[src/rtl/alu_rs.sv]
// alu_rs: reservation station feeding a single integer ALU.
// Holds up to RS_SIZE decoded non-memory instructions, wakes their operands
// from the ROB commit broadcast, and dispatches the lowest-index ready entry
// each cycle. The result is registered and reported to the ROB with a commit
// class (WRITE/JUMP/BOTH/NOTHING).
// Optional build macro RS_SELF_FORWARD_EN: when defined, the station's own
// WRITE/BOTH result also wakes waiting operands, so dependents can dispatch
// without waiting for the ROB commit.
`timescale 1ns/1ps

module alu_rs #(
    parameter int RS_WIDTH  = 2,
    parameter int RS_SIZE   = 4,
    parameter int ROB_WIDTH = 4
) (
    input  logic                 clk_in,
    input  logic                 rst_in,
    input  logic                 rdy_in,
    input  logic                 clear,
    input  logic                 iss_valid,
    input  logic [4:0]           iss_op,
    input  logic [ROB_WIDTH-1:0] iss_tag,
    input  logic [4:0]           iss_rd,
    input  logic [31:0]          iss_vj,
    input  logic [31:0]          iss_vk,
    input  logic                 iss_qj_busy,
    input  logic                 iss_qk_busy,
    input  logic [ROB_WIDTH-1:0] iss_qj,
    input  logic [ROB_WIDTH-1:0] iss_qk,
    input  logic [31:0]          iss_imm,
    input  logic [31:0]          iss_pc,
    input  logic                 upd_valid,
    input  logic [ROB_WIDTH-1:0] upd_tag,
    input  logic [31:0]          upd_data,
    output logic                 full,
    output logic                 to_rob,
    output logic [RS_WIDTH-1:0]  to_rob_index,
    output logic [ROB_WIDTH-1:0] to_rob_tag,
    output logic [2:0]           to_rob_op,
    output logic [4:0]           to_rob_rd,
    output logic [31:0]          to_rob_wdata,
    output logic [31:0]          to_rob_jump
);

    typedef enum logic [4:0] {
        OP_ADD   = 5'd0,  OP_SUB  = 5'd1,  OP_AND  = 5'd2,  OP_OR   = 5'd3,
        OP_XOR   = 5'd4,  OP_SLL  = 5'd5,  OP_SRL  = 5'd6,  OP_SRA  = 5'd7,
        OP_SLT   = 5'd8,  OP_SLTU = 5'd9,  OP_LUI  = 5'd10, OP_AUIPC = 5'd11,
        OP_JAL   = 5'd12, OP_JALR = 5'd13,
        OP_BEQ   = 5'd16, OP_BNE  = 5'd17, OP_BLT  = 5'd18, OP_BGE  = 5'd19,
        OP_BLTU  = 5'd20, OP_BGEU = 5'd21
    } alu_op_e;

    typedef enum logic [2:0] {
        RC_WRITE   = 3'd0,
        RC_JUMP    = 3'd1,
        RC_BOTH    = 3'd2,
        RC_NOTHING = 3'd4
    } rob_class_e;

    logic [RS_SIZE-1:0]   busy;
    logic [RS_SIZE-1:0]   qj_busy;
    logic [RS_SIZE-1:0]   qk_busy;
    alu_op_e              op_q   [RS_SIZE];
    logic [ROB_WIDTH-1:0] tag_q  [RS_SIZE];
    logic [4:0]           rd_q   [RS_SIZE];
    logic [31:0]          vj_q   [RS_SIZE];
    logic [31:0]          vk_q   [RS_SIZE];
    logic [ROB_WIDTH-1:0] qj_q   [RS_SIZE];
    logic [ROB_WIDTH-1:0] qk_q   [RS_SIZE];
    logic [31:0]          imm_q  [RS_SIZE];
    logic [31:0]          pc_q   [RS_SIZE];

    logic                 sel_valid;
    logic [RS_WIDTH-1:0]  sel_idx;
    logic [RS_WIDTH-1:0]  free_idx;
    logic                 issue_en;
    logic                 fwd_valid;

    rob_class_e           res_class;
    logic [31:0]          res_wdata;
    logic [31:0]          res_jump;

    assign full     = &busy;
    assign issue_en = iss_valid && !full && !clear;

`ifdef RS_SELF_FORWARD_EN
    assign fwd_valid = to_rob && (to_rob_op == RC_WRITE || to_rob_op == RC_BOTH);
`else
    assign fwd_valid = 1'b0;
`endif

    // A waiting tag is satisfied by the ROB broadcast or, if enabled, our own result.
    function automatic logic wake_hit(input logic [ROB_WIDTH-1:0] q);
        return (upd_valid && q == upd_tag) || (fwd_valid && q == to_rob_tag);
    endfunction

    function automatic logic [31:0] wake_data(input logic [ROB_WIDTH-1:0] q);
        return (upd_valid && q == upd_tag) ? upd_data : to_rob_wdata;
    endfunction

    // Lowest-index ready entry for dispatch and lowest-index free entry for issue.
    always_comb begin
        sel_valid = 1'b0;
        sel_idx   = '0;
        free_idx  = '0;
        for (int unsigned i = 0; i < RS_SIZE; i++) begin
            if (busy[i] && !qj_busy[i] && !qk_busy[i] && !sel_valid) begin
                sel_valid = 1'b1;
                sel_idx   = RS_WIDTH'(i);
            end
        end
        for (int unsigned i = RS_SIZE; i > 0; i--) begin
            if (!busy[i-1]) free_idx = RS_WIDTH'(i - 1);
        end
    end

    // ALU and branch evaluation for the selected entry.
    always_comb begin
        logic [31:0] a;
        logic [31:0] b;
        logic [31:0] imm_v;
        logic [31:0] pc_v;
        logic        take;
        a         = vj_q[sel_idx];
        b         = vk_q[sel_idx];
        imm_v     = imm_q[sel_idx];
        pc_v      = pc_q[sel_idx];
        take      = 1'b0;
        res_class = RC_WRITE;
        res_wdata = '0;
        res_jump  = '0;
        case (op_q[sel_idx])
            OP_ADD:   res_wdata = a + b;
            OP_SUB:   res_wdata = a - b;
            OP_AND:   res_wdata = a & b;
            OP_OR:    res_wdata = a | b;
            OP_XOR:   res_wdata = a ^ b;
            OP_SLL:   res_wdata = a << b[4:0];
            OP_SRL:   res_wdata = a >> b[4:0];
            OP_SRA:   res_wdata = $signed(a) >>> b[4:0];
            OP_SLT:   res_wdata = {31'b0, $signed(a) < $signed(b)};
            OP_SLTU:  res_wdata = {31'b0, a < b};
            OP_LUI:   res_wdata = imm_v;
            OP_AUIPC: res_wdata = pc_v + imm_v;
            OP_JAL: begin
                res_class = RC_BOTH;
                res_wdata = pc_v + 32'd4;
                res_jump  = pc_v + imm_v;
            end
            OP_JALR: begin
                res_class = RC_BOTH;
                res_wdata = pc_v + 32'd4;
                res_jump  = (a + imm_v) & ~32'd1;
            end
            OP_BEQ, OP_BNE, OP_BLT, OP_BGE, OP_BLTU, OP_BGEU: begin
                case (op_q[sel_idx])
                    OP_BEQ:  take = (a == b);
                    OP_BNE:  take = (a != b);
                    OP_BLT:  take = ($signed(a) <  $signed(b));
                    OP_BGE:  take = ($signed(a) >= $signed(b));
                    OP_BLTU: take = (a <  b);
                    default: take = (a >= b);
                endcase
                if (take) begin
                    res_class = RC_JUMP;
                    res_jump  = pc_v + imm_v;
                end else begin
                    res_class = RC_NOTHING;
                end
            end
            default:  res_class = RC_NOTHING;
        endcase
    end

    // Entry storage: dispatch frees, issue fills, busy entries capture woken operands.
    always_ff @(posedge clk_in or posedge rst_in) begin
        if (rst_in) begin
            busy    <= '0;
            qj_busy <= '0;
            qk_busy <= '0;
            for (int unsigned i = 0; i < RS_SIZE; i++) begin
                op_q[i]  <= OP_ADD;
                tag_q[i] <= '0;
                rd_q[i]  <= '0;
                vj_q[i]  <= '0;
                vk_q[i]  <= '0;
                qj_q[i]  <= '0;
                qk_q[i]  <= '0;
                imm_q[i] <= '0;
                pc_q[i]  <= '0;
            end
        end else if (rdy_in) begin
            if (clear) begin
                busy <= '0;
            end else begin
                for (int unsigned i = 0; i < RS_SIZE; i++) begin
                    if (sel_valid && sel_idx == RS_WIDTH'(i)) begin
                        busy[i] <= 1'b0;
                    end else if (issue_en && free_idx == RS_WIDTH'(i)) begin
                        busy[i]  <= 1'b1;
                        op_q[i]  <= alu_op_e'(iss_op);
                        tag_q[i] <= iss_tag;
                        rd_q[i]  <= iss_rd;
                        qj_q[i]  <= iss_qj;
                        qk_q[i]  <= iss_qk;
                        imm_q[i] <= iss_imm;
                        pc_q[i]  <= iss_pc;
                        if (iss_qj_busy && wake_hit(iss_qj)) begin
                            vj_q[i]    <= wake_data(iss_qj);
                            qj_busy[i] <= 1'b0;
                        end else begin
                            vj_q[i]    <= iss_vj;
                            qj_busy[i] <= iss_qj_busy;
                        end
                        if (iss_qk_busy && wake_hit(iss_qk)) begin
                            vk_q[i]    <= wake_data(iss_qk);
                            qk_busy[i] <= 1'b0;
                        end else begin
                            vk_q[i]    <= iss_vk;
                            qk_busy[i] <= iss_qk_busy;
                        end
                    end else if (busy[i]) begin
                        if (qj_busy[i] && wake_hit(qj_q[i])) begin
                            vj_q[i]    <= wake_data(qj_q[i]);
                            qj_busy[i] <= 1'b0;
                        end
                        if (qk_busy[i] && wake_hit(qk_q[i])) begin
                            vk_q[i]    <= wake_data(qk_q[i]);
                            qk_busy[i] <= 1'b0;
                        end
                    end
                end
            end
        end
    end

    // Registered result port; pulses for one cycle per dispatch.
    always_ff @(posedge clk_in or posedge rst_in) begin
        if (rst_in) begin
            to_rob       <= 1'b0;
            to_rob_index <= '0;
            to_rob_tag   <= '0;
            to_rob_op    <= '0;
            to_rob_rd    <= '0;
            to_rob_wdata <= '0;
            to_rob_jump  <= '0;
        end else if (rdy_in) begin
            if (clear) begin
                to_rob <= 1'b0;
            end else if (sel_valid) begin
                to_rob       <= 1'b1;
                to_rob_index <= sel_idx;
                to_rob_tag   <= tag_q[sel_idx];
                to_rob_op    <= res_class;
                to_rob_rd    <= rd_q[sel_idx];
                to_rob_wdata <= res_wdata;
                to_rob_jump  <= res_jump;
            end else begin
                to_rob <= 1'b0;
            end
        end
    end

endmodule

[config.mk]
export PLATFORM = sky130hd
export DESIGN_NAME = alu_rs
export DESIGN_NICKNAME = d
export VERILOG_FILES = /design/src/rtl/alu_rs.sv
export SDC_FILE = /design/constraint.sdc
export NUM_CORES = 2
export LEC_CHECK = 0
export CORE_ASPECT_RATIO = 1.75
export CORE_MARGIN = 5
export CORE_UTILIZATION = 45
export CTS_CLUSTER_SIZE = 16
export DETAILED_ROUTE_END_ITERATION = 16
export GPL_TIMING_DRIVEN = 1
export REMOVE_ABC_BUFFERS = 1
export SLEW_MARGIN = 5
export SYNTH_ARGS = -nofsm -noshare
export SYNTH_HDL_FRONTEND = slang
export SYNTH_SLANG_ARGS = --single-unit
export TNS_END_PERCENT = 100
[constraint.sdc]
create_clock -name clk_in -period 38.6 [get_ports clk_in]
set_input_delay 11.58 -clock clk_in [delete_from_list [all_inputs] [get_ports clk_in]]
set_output_delay 11.58 -clock clk_in [all_outputs]
set_load 0.01 [all_outputs]
==> results.ini <==
[sta]
post-route-period-util = 0.400
setup-tns-final_ps = 0
fmax_mhz = 64.8
drv_slew = 0
worst_slew_pin_slew_ps = 1360
rsz0062_at_grt = false
slew-limit-headroom = 0.0701
hold_violations = 0
finalWorstSetupSlack_ps = 23160
skew_ps = 34.5
min_period_ps = 15440
finalSetupViolations = 0

[finish]
areaGrowthSynthToFinish_pct = 13.6
fillers = 9903
nNetsFinal = 5797
post-route-util = 0.512
drive_gt1_frac = 0.116
instances_no_fill = 6838

[global_route]
grt_pass1_wl_um = 301000
grt_pass1_vias = 45400
grt_overflow = 0
antenna_found_initial = 3
grt_max_degree = 121
track_usage = 0.361

[logic_synthesis]
synthSimpleGateAreaFrac = 0.166
synth_top_family_by_area = compound AO/OA/AOI/OAI gates
ys_ff_latch = 691
synth.area.mux_share = 0.0974
yosysTopAreaCell = dfrtp_1
synth_compound_area_frac = 0.246
yosys_warnings = 0
synthAdderAreaFrac = 0.0445
synth_xor_area_frac = 0.0217
avgSynthCellArea_um2 = 8.59
netlist_top_cells_area = dfrtp_1, nand2_1, mux2_2, o22ai_1, o31ai_1
synth_edf_count = 0
synth_top_area_share = 0.372
syn_inst = 5414
synth_flop_cell = dfrtp_1
synth_cell_types = 102
synthArstFlopShare = 1.00
syn-cell-area_um2 = 46500
synth_seq_area_share = 0.372

[floorplan]
start_util = 0.451
dieWidth_um = 253
std_cell_rows = 156
ioPinCount = 274
dieArea_um2 = 110000
core_um2 = 103000
die_y_um = 435

[clock_network]
post-cts-setup-buffers = 0
ctsHoldBuffers = 0
clk_latency_ps = 690
cts_sinks = 691
cts_tree = yes
clock_path_buffers = 3
cts_made_buffers = 71
ctsHtreeMaxLevel = 3
clk_pin_slew_ps = 60
cts_root_buffer = clkbuf_16
post_cts_resized = 0

[routing]
drt-total-wl_um = 207000
drt.antenna.violating_nets = 0
drtPass1Iterations = 9
drt_iter0_markers = 5146
drc = 0
wire_per_inst_um = 30.3
vias = 45800
via_per_inst = 6.70

[setup_path]
path_common_cell = buf_4
endpoint_kind = async pin
r2r_setup_slack_ps = 29710
critPathLaunchType = input pin
crit_required_ps = 39270
r2r_end = to_rob_jump[31]$_DFFE_PP0P_
crit_slowest_cell = buf_4
max_stage_delay_ps = 890
reg2reg_depth = 17
reg2reg_from = busy[1]$_DFFE_PP0P_
crit_fanout = 120
cp.arrival_ps = 16110
critical_path.cell_chain = clkdlybuf4s50_1 -> inv_8 -> buf_4 -> buf_4 -> buf_4 -> buf_4
worstSetupPathType = input pin to async pin

[power]
power_w = 0.00380
p_leak_nw = 23.2
power.density_nw_per_um2 = 72.0
ir_drop_mv = 0.0470

[run_status]
status = finished clean

[run]
cap_violations = 0

[min_path]
worstHoldStart = imm_q[117]$_DFFE_PP0P_
holdPathEnd = imm_q[117]$_DFFE_PP0P_
hold_class = flip-flop to flip-flop
min_path_cells = 2

[place]
post-dp-hpwl_um = 147000
preCtsSetupSlack_ps = 22360
post-place-cells = 6710
portBuffers = 273
globalplace.congestion = 1.03

-- routing by layer --
layer	wire length [µm]	part of all wire	global-route usage
met5	13	0.000063	0
met4	18200	0.088	0.257
met3	15100	0.073	0.0508
met2	98300	0.47	0.597
met1	75400	0.36	0.427
-- power breakdown --
group / switching [W] / total (W) / leakage [nW] / internal (W)
sequential: 0.000139 / 0.00102 / 9.12 / 0.000876
clock: 0.000320 / 0.000740 / 1.19 / 0.000420
combinational: 0.00135 / 0.00204 / 12.9 / 0.000697
-- critical path, delay by kind of cell --
kind / cells / cell delay (ps)
buffers and inverters: 6 / 4240
-- how the worst max path moves through the flow --
stage | from | endpoint | slack (ps) | depth (start not counted)
5_1_grt | rst_in | vk_q[26]$_DFFE_PP0P_ | 22590 | 6
3_5_place_dp | rst_in | vk_q[116]$_DFFE_PP0P_ | 22360 | 6
3_3_place_gp | rst_in | vk_q[120]$_DFFE_PP0P_ | 22380 | 6
6_report | rst_in | vk_q[118]$_DFFE_PP0P_ | 23160 | 6
4_1_cts | rst_in | vk_q[122]$_DFFE_PP0P_ | 23100 | 6
2_1_floorplan | rst_in | busy[0]$_DFFE_PP0P_ | 7650 | 1
-- sequential cells by signal, indices dropped and copies added (netlist names), 5 cells and up --
register      cells
imm_q           128
pc_q            128
vj_q            128
vk_q            128
to_rob_jump      32
to_rob_wdata     32
op_q             20
rd_q             20
qj_q             16
qk_q             16
tag_q            16
to_rob_rd         5
-- placed cells by master, fill, tap and decap left out, types with 61 or more instances in the layout --
| cell type | count |
|---|---|
| nor2_1 | 532 |
| mux2i_1 | 156 |
| nand3_1 | 70 |
| xnor2_1 | 74 |
| mux2_2 | 256 |
| o21ai_0 | 140 |
| clkdlybuf4s50_1 | 273 |
| inv_1 | 124 |
| clkbuf_16 | 75 |
| o31ai_1 | 274 |
| nand2_1 | 864 |
| a211oi_1 | 61 |
| ha_1 | 159 |
| dfrtp_1 | 691 |
| nor3_1 | 68 |
| o22ai_1 | 358 |
| buf_4 | 139 |
| a222oi_1 | 75 |
| a21oi_1 | 226 |
-- layout make-up --
class	count	area, µm²	area share
clock inverter	23	283	0.00536
clock buffer	104	2140	0.0405
tap	1343	1680	0.0318
multi-input combinational	4131	27100	0.513
antenna	1	2.50	0.0000474
sequential	691	17300	0.328
timing repair buffer	413	3800	0.0719
inverter	132	508	0.00962
-- cells in the mapped netlist, types with 15 or more instances --
cell / n
or3_1: 25
mux2_2: 256
and2_1: 23
a2111oi_0: 17
xnor2_1: 74
buf_2: 59
a22oi_1: 44
and3_1: 21
a21o_1: 42
mux2i_1: 162
dfrtp_1: 691
nor4_1: 16
nor2b_1: 21
o21ai_1: 17
xor2_1: 41
nand2_1: 875
buf_1: 91
nand4_1: 26
a31oi_1: 49
inv_1: 126
a221o_1: 25
a221oi_1: 34
nor3_1: 74
o21ai_0: 146
o211ai_1: 59
o21bai_1: 23
a222oi_1: 75
ha_1: 159
nand3_1: 70
o22ai_1: 358
nor2_1: 536
o31ai_1: 275
buf_4: 20
clkbuf_1: 281
or2_2: 21
a21oi_1: 228
nand2b_1: 20
o221ai_1: 38
a41oi_1: 15
a211oi_1: 61
-- through the flow --
stage | hold slack, ps | cell area, µm²
after global routing | 493 | 52800
final | 473 | 52800
after CTS | 475 | 52800
after detailed placement | 459 | 50400
after floorplan | 441 | 44500
after global placement | 452 | 50400
-- logic make-up (layout without fill, tap and decap cells) --
family                     Yosys count  count (layout)
AOI/OAI and AO/OA                 1640            1640
xor gates and xnor gates           115             115
adders and majority gates          163             163
buffers and inverters              592             672
DFF                                691             691
muxes                              419             419
other                                0               1
and+or+nand+nor                   1794            1794
Power figures use the tool's default switching activity.
